===== config.mk =====
export PLATFORM = sky130hd
export DESIGN_NAME = alu16_seq
export DESIGN_NICKNAME = d
export VERILOG_FILES = /design/src/rtl/alu16_seq.sv
export SDC_FILE = /design/constraint.sdc
export NUM_CORES = 1
export LEC_CHECK = 0
export ABC_CLOCK_PERIOD_IN_PS = 1600
export BUFFER_PORTS_ARGS = -buffer_cell sky130_fd_sc_hd__clkbuf_2
export CAP_MARGIN = 20
export CORE_MARGIN = 8
export CORE_UTILIZATION = 25
export DETAILED_ROUTE_END_ITERATION = 7
export GPL_TIMING_DRIVEN = 0
export HOLD_SLACK_MARGIN = 0.1
export PLACE_DENSITY_LB_ADDON = 0.12
export SYNTH_ARGS = -nofsm -noshare
export SYNTH_HDL_FRONTEND = slang
export SYNTH_SLANG_ARGS = --single-unit

===== constraint.sdc =====
create_clock -name clk -period 1.6 [get_ports clk]
set_input_delay 0.32 -clock clk [delete_from_list [all_inputs] [get_ports clk]]
set_output_delay 0.32 -clock clk [all_outputs]
set_load 0.01 [all_outputs]

===== src/rtl/alu16_seq.sv =====
// Sequential 16-bit add/subtract/increment/decrement built on an external 8-bit ALU.
// Each operation takes a low-byte pass and then a high-byte pass that consumes the low-byte carry.
module alu16_seq (
    input  logic        clk,
    input  logic        rst_n,
    input  logic        start,
    input  logic [2:0]  op,
    input  logic [15:0] opA,
    input  logic [15:0] opB,
    input  logic [7:0]  flagsIn,
    output logic [7:0]  aluA,
    output logic [7:0]  aluB,
    output logic [3:0]  aluOp,
    output logic        aluCarryIn,
    input  logic [7:0]  aluRes,
    input  logic [7:0]  aluFlags,
    output logic        busy,
    output logic        done,
    output logic [15:0] result,
    output logic [7:0]  flagsOut
);

    localparam logic [2:0] OpAdd = 3'b000;
    localparam logic [2:0] OpAdc = 3'b001;
    localparam logic [2:0] OpSub = 3'b010;
    localparam logic [2:0] OpSbc = 3'b011;
    localparam logic [2:0] OpInc = 3'b100;
    localparam logic [2:0] OpDec = 3'b101;

    localparam logic [3:0] AluAdd = 4'b0000;
    localparam logic [3:0] AluAdc = 4'b0001;
    localparam logic [3:0] AluSub = 4'b0010;
    localparam logic [3:0] AluSbc = 4'b0011;

    typedef enum logic [1:0] {StIdle, StLow, StHigh, StDone} state_e;

    state_e      state_q, state_d;
    logic [2:0]  op_q, op_d;
    logic [15:0] a_q, a_d;
    logic [15:0] b_q, b_d;
    logic [3:0]  f_q, f_d;          // captured Z N H C
    logic [7:0]  lo_q, lo_d;
    logic        carry_q, carry_d;
    logic [15:0] result_q, result_d;
    logic [7:0]  flags_q, flags_d;

    logic        is_sub, is_unary, use_carry, is_rsvd;
    logic [15:0] sum16;

    logic unused_inputs;
    assign unused_inputs = ^{aluFlags[7:6], aluFlags[3:0], flagsIn[3:0]};

    assign is_sub    = (op_q == OpSub) || (op_q == OpSbc) || (op_q == OpDec);
    assign is_unary  = (op_q == OpInc) || (op_q == OpDec);
    assign use_carry = (op_q == OpAdc) || (op_q == OpSbc);
    assign is_rsvd   = (op_q[2:1] == 2'b11);
    assign sum16     = {aluRes, lo_q};

    always_comb begin
        state_d    = state_q;
        op_d       = op_q;
        a_d        = a_q;
        b_d        = b_q;
        f_d        = f_q;
        lo_d       = lo_q;
        carry_d    = carry_q;
        result_d   = result_q;
        flags_d    = flags_q;
        aluA       = 8'h00;
        aluB       = 8'h00;
        aluOp      = AluAdd;
        aluCarryIn = 1'b0;
        unique case (state_q)
            StIdle: begin
                if (start) begin
                    state_d = StLow;
                    op_d    = op;
                    a_d     = opA;
                    b_d     = opB;
                    f_d     = flagsIn[7:4];
                end
            end
            StLow: begin
                aluA = a_q[7:0];
                aluB = is_unary ? 8'h01 : b_q[7:0];
                if (is_sub) begin
                    aluOp = use_carry ? AluSbc : AluSub;
                end else begin
                    aluOp = use_carry ? AluAdc : AluAdd;
                end
                aluCarryIn = use_carry & f_q[0];
                lo_d       = aluRes;
                carry_d    = aluFlags[4];
                state_d    = StHigh;
            end
            StHigh: begin
                aluA       = a_q[15:8];
                aluB       = is_unary ? 8'h00 : b_q[15:8];
                aluOp      = is_sub ? AluSbc : AluAdc;
                aluCarryIn = carry_q;
                result_d   = is_rsvd ? a_q : sum16;
                if (is_rsvd || is_unary) begin
                    flags_d = {f_q, 4'b0000};
                end else if (is_sub) begin
                    flags_d = {(sum16 == 16'h0000), 1'b1, aluFlags[5], aluFlags[4], 4'b0000};
                end else begin
                    // Z is carried through unchanged for 16-bit adds
                    flags_d = {f_q[3], 1'b0, aluFlags[5], aluFlags[4], 4'b0000};
                end
                state_d = StDone;
            end
            StDone: begin
                state_d = StIdle;
            end
            default: begin
                state_d = StIdle;
            end
        endcase
    end

    always_ff @(posedge clk or negedge rst_n) begin
        if (!rst_n) begin
            state_q  <= StIdle;
            op_q     <= 3'b000;
            a_q      <= 16'h0000;
            b_q      <= 16'h0000;
            f_q      <= 4'h0;
            lo_q     <= 8'h00;
            carry_q  <= 1'b0;
            result_q <= 16'h0000;
            flags_q  <= 8'h00;
        end else begin
            state_q  <= state_d;
            op_q     <= op_d;
            a_q      <= a_d;
            b_q      <= b_d;
            f_q      <= f_d;
            lo_q     <= lo_d;
            carry_q  <= carry_d;
            result_q <= result_d;
            flags_q  <= flags_d;
        end
    end

    assign busy     = (state_q != StIdle);
    assign done     = (state_q == StDone);
    assign result   = result_q;
    assign flagsOut = flags_q;

endmodule


==> results of run 1 <==
-- repair_timing --
| action | CTS | global route |
|---|---|---|
| buffers inserted | 9 | 5 |
| hold endpoints to repair | 18 | 0 |
| setup endpoints to repair | 80 | 54 |
| gates resized for setup | 39 | 28 |
| cloned | 0 | 2 |
| hold buffers | 1 | 0 |
| pin swaps | 5 | 7 |
-- layout by cell type, fill, tap and decap left out, types with 2 or more instances in the layout --
cell,n
nand2_2,2
nor4_1,2
a22oi_2,10
nor2b_1,9
nor2b_2,2
buf_8,4
buf_2,12
inv_1,2
clkbuf_4,4
dfrtp_1,70
conb_1,6
nand3_1,3
clkbuf_8,2
ha_4,3
nor2_1,30
a21oi_1,22
inv_2,2
mux2_2,38
clkbuf_16,11
a22oi_1,6
buf_4,17
mux2_4,10
mux2i_1,18
buf_6,8
clkbuf_1,3
clkbuf_2,79
-- cell type report --
class,count,share of cell area [%]
multi-input combinational,175,32.0
clock inverter,1,0.109
tap,176,4.79
sequential,70,38.1
buffer,19,4.60
timing repair buffer,110,14.3
inverter,4,0.326
clock buffer,14,5.74
-- per-stage QoR --
stage,setup TNS (ps),std cells
6_report,-5790,569
5_1_grt,-7450,569
4_1_cts,-7400,566
3_5_place_dp,-10780,541
3_3_place_gp,-47700,540
2_1_floorplan,0,272
-- routing by layer --
metal | up-vias | global-route usage, % | routed length (um)
met4 | 0 | 3.44 | 97
met1 | 1172 | 14.3 | 4290
met3 | 7 | 5.88 | 914
met5 | - | 0 | 0
li1 | 1173 | - | -
met2 | 77 | 19.9 | 4730
-- sequential cells by signal (all words and copies together), names as in the netlist --
register / cells
state_q: 2
f_q: 4
lo_q: 8
b_q: 16
carry_q: 1
flagsOut: 4
a_q: 16
op_q: 3
result: 16
-- power by group --
part	internal, mW	switching, mW	leakage (nW)
Combinational	2.78	2.41	1.27
Clock	1.12	0.728	0.133
Sequential	2.70	0.676	0.812
-- worst max-delay path, delay by kind of cell (launching register included) --
kind	cells	cell delay, ps
AO/OA/AOI/OAI	1	180
adder cells (fa/ha/maj)	1	200
flip-flops	1	400
buffers and inverters	4	530
-- worst min-delay path by stage --
| stage | startpoint | end | slack [ps] | cells after the start |
|---|---|---|---|---|
| floorplan | rst_n | a_q[0] | 20 | 0 |
| global placement | b_q[4] | b_q[4] | 490 | 1 |
| detailed placement | rst_n | result[2] | 260 | 1 |
| CTS | opB[2] | b_q[2] | 200 | 2 |
| finish | flagsIn[4] | f_q[0] | 210 | 2 |
| global route | opA[13] | a_q[13] | 200 | 2 |
-- logic make-up (layout without fill, tap and decap cells) --
family / count (synthesis) / in the layout / share of synthesized area [%]
AOI/OAI and AO/OA: 45 / 45 / 8.44
adders and majority gates: 4 / 4 / 1.53
buffers and inverters: 27 / 148 / 5.16
DFF: 70 / 70 / 53.5
muxes: 66 / 66 / 23.1
other: 1 / 6 / 0.114
and+or+nand+nor: 54 / 54 / 8.14
==> results_dict.tcl, run 1 <==
set metrics [dict create \
    status "complete, but fails checks" \
    violations "negative setup slack" \
    synth.distinct_cells 30 \
    fin_util_pct 35.3 \
    cts_tree "built" \
    worst_r2r_path_depth 7 \
    drc 0 \
    fmax_ghz 0.509 \
    drt-total-wl_um 10000 \
    finClkSkew_ps 7.69 \
    cap_violations 0 \
    peakVddDrop_mv 0.909 \
    ys_seq_area_share_pct 53.5 \
    synthFlopType "dfrtp_1" \
    fillers 1378 \
    cts_root_buf "clkbuf_16" \
    synth_area_leaders "dfrtp_1 (53%), mux2_2 (13%), mux2i_1 (5.5%)" \
    p_total_mw 10.4 \
    cpPeakStageDelay_ps 400 \
    yosys-top-cells-count "dfrtp_1 (70), mux2_2 (38), nor2_1 (30)" \
    setup_ws_ps -366 \
    ys_warn_count 0 \
    grt_overflow 0 \
    cp_data_required_time_ps 1280 \
    clk_pin_slew_ps 60 \
    die_area_sq_um 17000 \
    viasPerCell 4.27 \
    dp_hpwl_um 7290 \
    grt_use_total_pct 12.3 \
    cp-startpoint "state_q[1]" \
    critPathSlowestCell "dfrtp_1" \
    syn_to_final_growth_pct 40.4 \
    cts_max_path_buffers 2 \
    synth.most_common_cell "dfrtp_1" \
    drive_above_1_share_pct 53.2 \
    final_max_slew_viol_count 0 \
    ff2ff_setup_slack_ps 90 \
    ys_ff_latch 70 \
    fp-row-count 42 \
    grt_pass1_wl_um 15400 \
    finalCritPeriodShare_pct 123 \
    p_leak_nw 2.21 \
    yosys.area.top_type_share_pct 53.5 \
    syn_area_sq_um 3280 \
    critPathMaxFanout 5 \
    die_w_um 130 \
    hp-class "primary input to register" \
    crit_chain "buf_4 -> ha_4 -> buf_12 -> buf_8 -> o21a_1 -> clkbuf_2" \
    cts.sinks 70 \
    gp_congestion 0.737 \
    netlist_instances 267 \
    rsz0062_at_grt "yes" \
    insertion_delay_ps 340 \
    first_global_vias 2727 \
    netlist.top_cell.by_area "dfrtp_1" \
    drt_iter0_markers 73 \
    io_pins 109 \
    synth_edf_count 0 \
    end_kind "output port" \
    antenna_left 0 \
    nets 455 \
    antenna_found_initial 0 \
    hold_viol 0 \
    start_util_pct 25.1 \
    min_period_ps 1970 \
    placed_area_sq_um 4010 \
    grt_max_degree 53 \
    place_ws_ps -678 \
    vias 2429 \
    regArea_sq_um 1750 \
    critPathCapture "aluOp[0]" \
    die_h_um 130 \
    port_buffers 92 \
    whs_ps 215 \
    antenna_cells 0 \
    setup_violations 20 \
    multi_input_area_sq_um 1470 \
    synth-async-reset-ratio_pct 100 \
    design_area_sq_um 4600 \
    htree_levels 3 \
    arrival_ps 1650 \
    crit_type "register to output port" \
    cts_buffers 9 \
    r2r_start "state_q[1]" \
    avgSynthCellArea_sq_um 12.3 \
    p_per_area_nw_per_um2 2270 \
    dr.pass1.iters 4 \
    core_sq_um 13000 \
    rr_endpoint "result[8]" \
    critPathLaunchType "register" \
    wl_per_cell_um 17.6 \
]
(Power assumes the default switching activity.)
==> run 2, diff against run 1 <==
Settings changed: MAX_ROUTING_LAYER from default to met4.
==> run 2 against run 1 <==
  * The run still ends with negative setup slack left
  * Non-clock buffer count unchanged
  * Design area unchanged
  * Clock-buffer cell count unchanged
  * Critical endpoint unchanged
  * Worst hold slack got worse by 1.6 ps
  * Critical path type unchanged
==> results_dict.tcl, run 2 (same netlist as run 1, synthesis figures left out) <==
set metrics [dict create \
    status "complete, but fails checks" \
    violations "negative setup slack" \
    place_ws_ps -678 \
    critPathLaunchType "register" \
    cp_data_required_time_ps 1280 \
    cts_root_buf "clkbuf_16" \
    vias 2452 \
    port_buffers 92 \
    htree_levels 3 \
    finalCritPeriodShare_pct 123 \
    antenna_cells 0 \
    syn_to_final_growth_pct 40.4 \
    design_area_sq_um 4600 \
    peakVddDrop_mv 0.908 \
    p_per_area_nw_per_um2 2270 \
    end_kind "output port" \
    io_pins 109 \
    grt_max_degree 53 \
    layout_common_cells "clkbuf_2 (79), dfrtp_1 (70), mux2_2 (38)" \
    cts.sinks 70 \
    clk_pin_slew_ps 60 \
    placed_area_sq_um 4010 \
    p_leak_nw 2.21 \
    fin_util_pct 35.3 \
    fillers 1378 \
    first_global_vias 2745 \
    dpl.cell_count 541 \
    final_common_cell "clkbuf_2" \
    cap_violations 0 \
    cts_max_path_buffers 2 \
    fp-row-count 42 \
    cts_tree "built" \
    die_h_um 130 \
    drive_above_1_share_pct 53.2 \
    arrival_ps 1650 \
    viasPerCell 4.31 \
    instances_no_fill 569 \
    drc 0 \
    finClkSkew_ps 7.73 \
    drt-total-wl_um 10000 \
    tns_ps -5830 \
    final_max_slew_viol_count 0 \
    rsz0062_at_grt "yes" \
    gp_congestion 0.746 \
    antenna_found_initial 0 \
    antenna_left 0 \
    min_period_ps 1970 \
    die_area_sq_um 17000 \
    die_w_um 130 \
    drt_iter0_markers 79 \
    core_sq_um 13000 \
    p_total_mw 10.4 \
    setup_ws_ps -367 \
    setup_violations 20 \
    wl_per_cell_um 17.6 \
    hold_viol 0 \
    grt_overflow 0 \
    critPathMaxFanout 5 \
    grt_pass1_wl_um 15400 \
    whs_ps 213 \
    cts_buffers 9 \
    insertion_delay_ps 340 \
    nets 455 \
    grt_use_total_pct 12.7 \
    hp-class "primary input to register" \
    dp_hpwl_um 7290 \
    dr.pass1.iters 4 \
    fmax_ghz 0.508 \
    crit_type "register to output port" \
    start_util_pct 25.1 \
]
run 2: cell counts in the layout (fill, tap and decap cells not counted):
No cell type changed its count.
run 2: cell type report:
| cell class | instances | area [sq um] | share of cell area (%) |
|---|---|---|---|
| buffer | 19 | 211 | 4.60 |
| clock buffer | 14 | 264 | 5.74 |
| clock inverter | 1 | 5.00 | 0.109 |
| inverter | 4 | 15.0 | 0.326 |
| multi-input combinational | 175 | 1470 | 32.0 |
| sequential | 70 | 1750 | 38.1 |
| tap | 176 | 220 | 4.79 |
| timing repair buffer | 110 | 659 | 14.3 |
run 2: metal layers:
metal / routed length, um / part of all wire [%] / track usage, % / vias to the layer above
li1: - / - / - / 1170
met4: 94 / 0.94 / 3.44 / 0
met3: 819 / 8.2 / 5.44 / 10
met1: 4420 / 44 / 14.7 / 1192
met2: 4710 / 47 / 19.9 / 80
met5: 0 / 0 / - / -
run 2: report_power, final:
group	switching, mW	internal, mW	leakage [nW]	total, mW
registers	0.675	2.70	0.812	3.37
clock network	0.730	1.12	0.133	1.85
logic	2.41	2.78	1.27	5.19
run 2: worst paths after layout:
| kind | start | endpoint | slack [ps] | cells past startpoint |
|---|---|---|---|---|
| worst max-delay path | state_q[1] | aluOp[0] | -370 | 6 |
| worst min-delay path | flagsIn[4] | f_q[0] | 210 | 2 |
| worst max register to register | state_q[1] | result[8] | 80 | 7 |
| worst min register to register | b_q[4] | b_q[4] | 510 | 1 |
| max in group asynchronous | rst_n | result[12] | 570 | 3 |
| min in group asynchronous | rst_n | result[2] | 450 | 2 |
run 2: timing repair:
action,in CTS,in global routing
gates cloned,0,2
resized for setup,39,28
endpoints found under the hold margin,18,0
setup buffers,9,5
hold buffers,1,0
pin swaps,5,7
endpoints found under the setup margin,80,54
run 2: worst max-delay path: stages, from the launching register on:
cell      delay (ps)
dfrtp_1          400
buf_4            150
ha_4             200
buf_12           150
buf_8            110
o21a_1           180
clkbuf_2         120
==> run 3, diff against run 2 <==
Settings changed: CAP_MARGIN 20 to 25, CORE_ASPECT_RATIO from default to 1.25, CORE_MARGIN 8 to default.
==> run 3 against run 2 <==
  * The run still ends with negative setup slack left
  * Design area is 4.2% higher
  * Routed wire length is 4.3% lower
  * Cell count is 0.18% lower
  * Via count is 1.7% higher
  * Largest power group unchanged
  * Register-to-register slack hardly changed
  * Critical path type unchanged
  * Critical endpoint is now aluB[6]
  * Non-clock buffer count is 6 higher
  * Fmax is 1.2% lower
  * Worst hold slack better by 2.0 ps
  * Clock power is 21% higher
  * Die area is 20% lower
  * Clock skew is 1.9 ps lower
  * Combinational power is 8.5% higher
==> results_dict.tcl, run 3 (same netlist as run 1, synthesis figures left out) <==
set metrics [dict create \
    status "complete, but fails checks" \
    violations "negative setup slack" \
    drt_iter0_markers 62 \
    swShare_pct 35.7 \
    rsz0062_at_grt "yes" \
    cap_violations 0 \
    antenna_left 0 \
    crit_type "register to output port" \
    grt_overflow 0 \
    final_common_cell "clkbuf_2" \
    wl_per_cell_um 16.9 \
    p_comb_share_pct 50.2 \
    drive_above_1_share_pct 56.5 \
    design_area_sq_um 4790 \
    nets 461 \
    clkPwrFrac_pct 20.0 \
    dpl.cell_count 533 \
    finalCritPeriodShare_pct 124 \
    fmax_ghz 0.502 \
    viasPerCell 4.39 \
    dp_hpwl_um 6520 \
    io_pins 109 \
    drc 0 \
    antenna_cells 0 \
    arrival_ps 1670 \
    insertion_delay_ps 330 \
    grt_max_degree 55 \
    cts.sinks 70 \
    setup_violations 20 \
    p_per_area_nw_per_um2 2340 \
    gp_congestion 0.706 \
    htree_levels 3 \
    port_buffers 92 \
    critPathMaxFanout 7 \
    p_leak_nw 2.31 \
    layout_common_cells "clkbuf_2 (75), dfrtp_1 (70), mux2_2 (37)" \
    whs_ps 215 \
    setup_ws_ps -391 \
    min_period_ps 1990 \
    end_kind "output port" \
    power_frac_seq_pct 29.8 \
    cts_root_buf "clkbuf_16" \
    cts_tree "built" \
    grt_use_total_pct 15.3 \
    cts_buffers 9 \
    die_w_um 104 \
    fp-row-count 46 \
    hold_viol 0 \
    cts_max_path_buffers 2 \
    first_global_vias 2625 \
    peakVddDrop_mv 0.801 \
    cp_data_required_time_ps 1280 \
    syn_to_final_growth_pct 46.3 \
    dr.pass1.iters 4 \
    instances_no_fill 568 \
    drt-total-wl_um 9610 \
    final_max_slew_viol_count 0 \
    die_h_um 130 \
    die_area_sq_um 13600 \
    clk_pin_slew_ps 60 \
    placed_area_sq_um 4000 \
    grt_pass1_wl_um 14800 \
    vias 2494 \
    critPathLaunchType "register" \
    start_util_pct 25.8 \
    switchingPower_mw 4.00 \
    p_int_mw 7.22 \
    finClkSkew_ps 5.78 \
    antenna_found_initial 0 \
    core_sq_um 12700 \
    hp-class "primary input to register" \
]
[run 3: changes by cell type in the layout (fill, tap and decap cells not counted), sizes merged]
cell      delta
clkinvlp     +1
buf         +12
clkbuf       -9
bufinv       +2
clkinv       +1
[run 3: layout make-up]
type                    instances  area (sq um)
clock inverters                 5          81.3
plain buffers                  21           244
well taps                     168           210
flip-flops and latches         70          1750
multi-input cells             175          1500
fillers                      1278          7930
clock buffers                  11           253
repair buffers                114           733
inverters                       4          17.5
[run 3: per-stage QoR]
step                      util (%)  total power [mW]  TNS (ps)  worst slack [ps]
after floorplan                  -              6.07         0              6.03
after global placement        31.2              7.55    -47620              -577
after detailed placement      31.4              7.62    -11020              -602
after CTS                     36.3              10.9     -7180              -407
after global routing          37.7              12.0     -8330              -484
final                         37.7              11.2     -6800              -391
[run 3: power groups by stage]
stage          clock (mW)  sequential (mW)  combinational (mW)
2_1_floorplan           0             3.27                2.80
3_3_place_gp            0             3.32                4.22
3_5_place_dp            0             3.34                4.28
4_1_cts              2.29             3.33                5.23
5_1_grt              2.36             3.49                6.15
6_report             2.24             3.35                5.63
[run 3: worst max-delay path, cell delays in order (launching register included)]
cell and delay (ps):
dfrtp_1 410, buf_6 130, ha_4 200, buf_12 140
clkbuf_16 140, a22oi_2 140, nor2_1 50, buf_2 130
[run 3: metal layers]
layer	GRT usage, %	share of wire (%)
met1	18.9	45
met2	24.9	49
met3	3.65	4.8
met4	5.04	0.95
met5	-	0
[run 3: timing repair]
| item | in CTS | in global routing |
|---|---|---|
| endpoints found under the hold margin | 16 | 0 |
| hold buffers | 1 | 0 |
| setup buffers | 13 | 4 |
| setup endpoints to repair | 80 | 32 |
| resized for setup | 42 | 46 |
| pin swaps | 7 | 5 |
| gates cloned | 2 | 1 |
[run 3: final timing paths]
| path | startpoint | to | slack (ps) | depth (start not counted) |
|---|---|---|---|---|
| worst max-delay path | state_q[0] | aluB[6] | -390 | 7 |
| worst min-delay path | flagsIn[6] | f_q[2] | 220 | 2 |
| worst max register to register | state_q[0] | b_q[10] | 70 | 6 |
| worst min register to register | f_q[3] | f_q[3] | 510 | 1 |
| max in group asynchronous | rst_n | b_q[4] | 600 | 3 |
| min in group asynchronous | rst_n | result[10] | 440 | 2 |
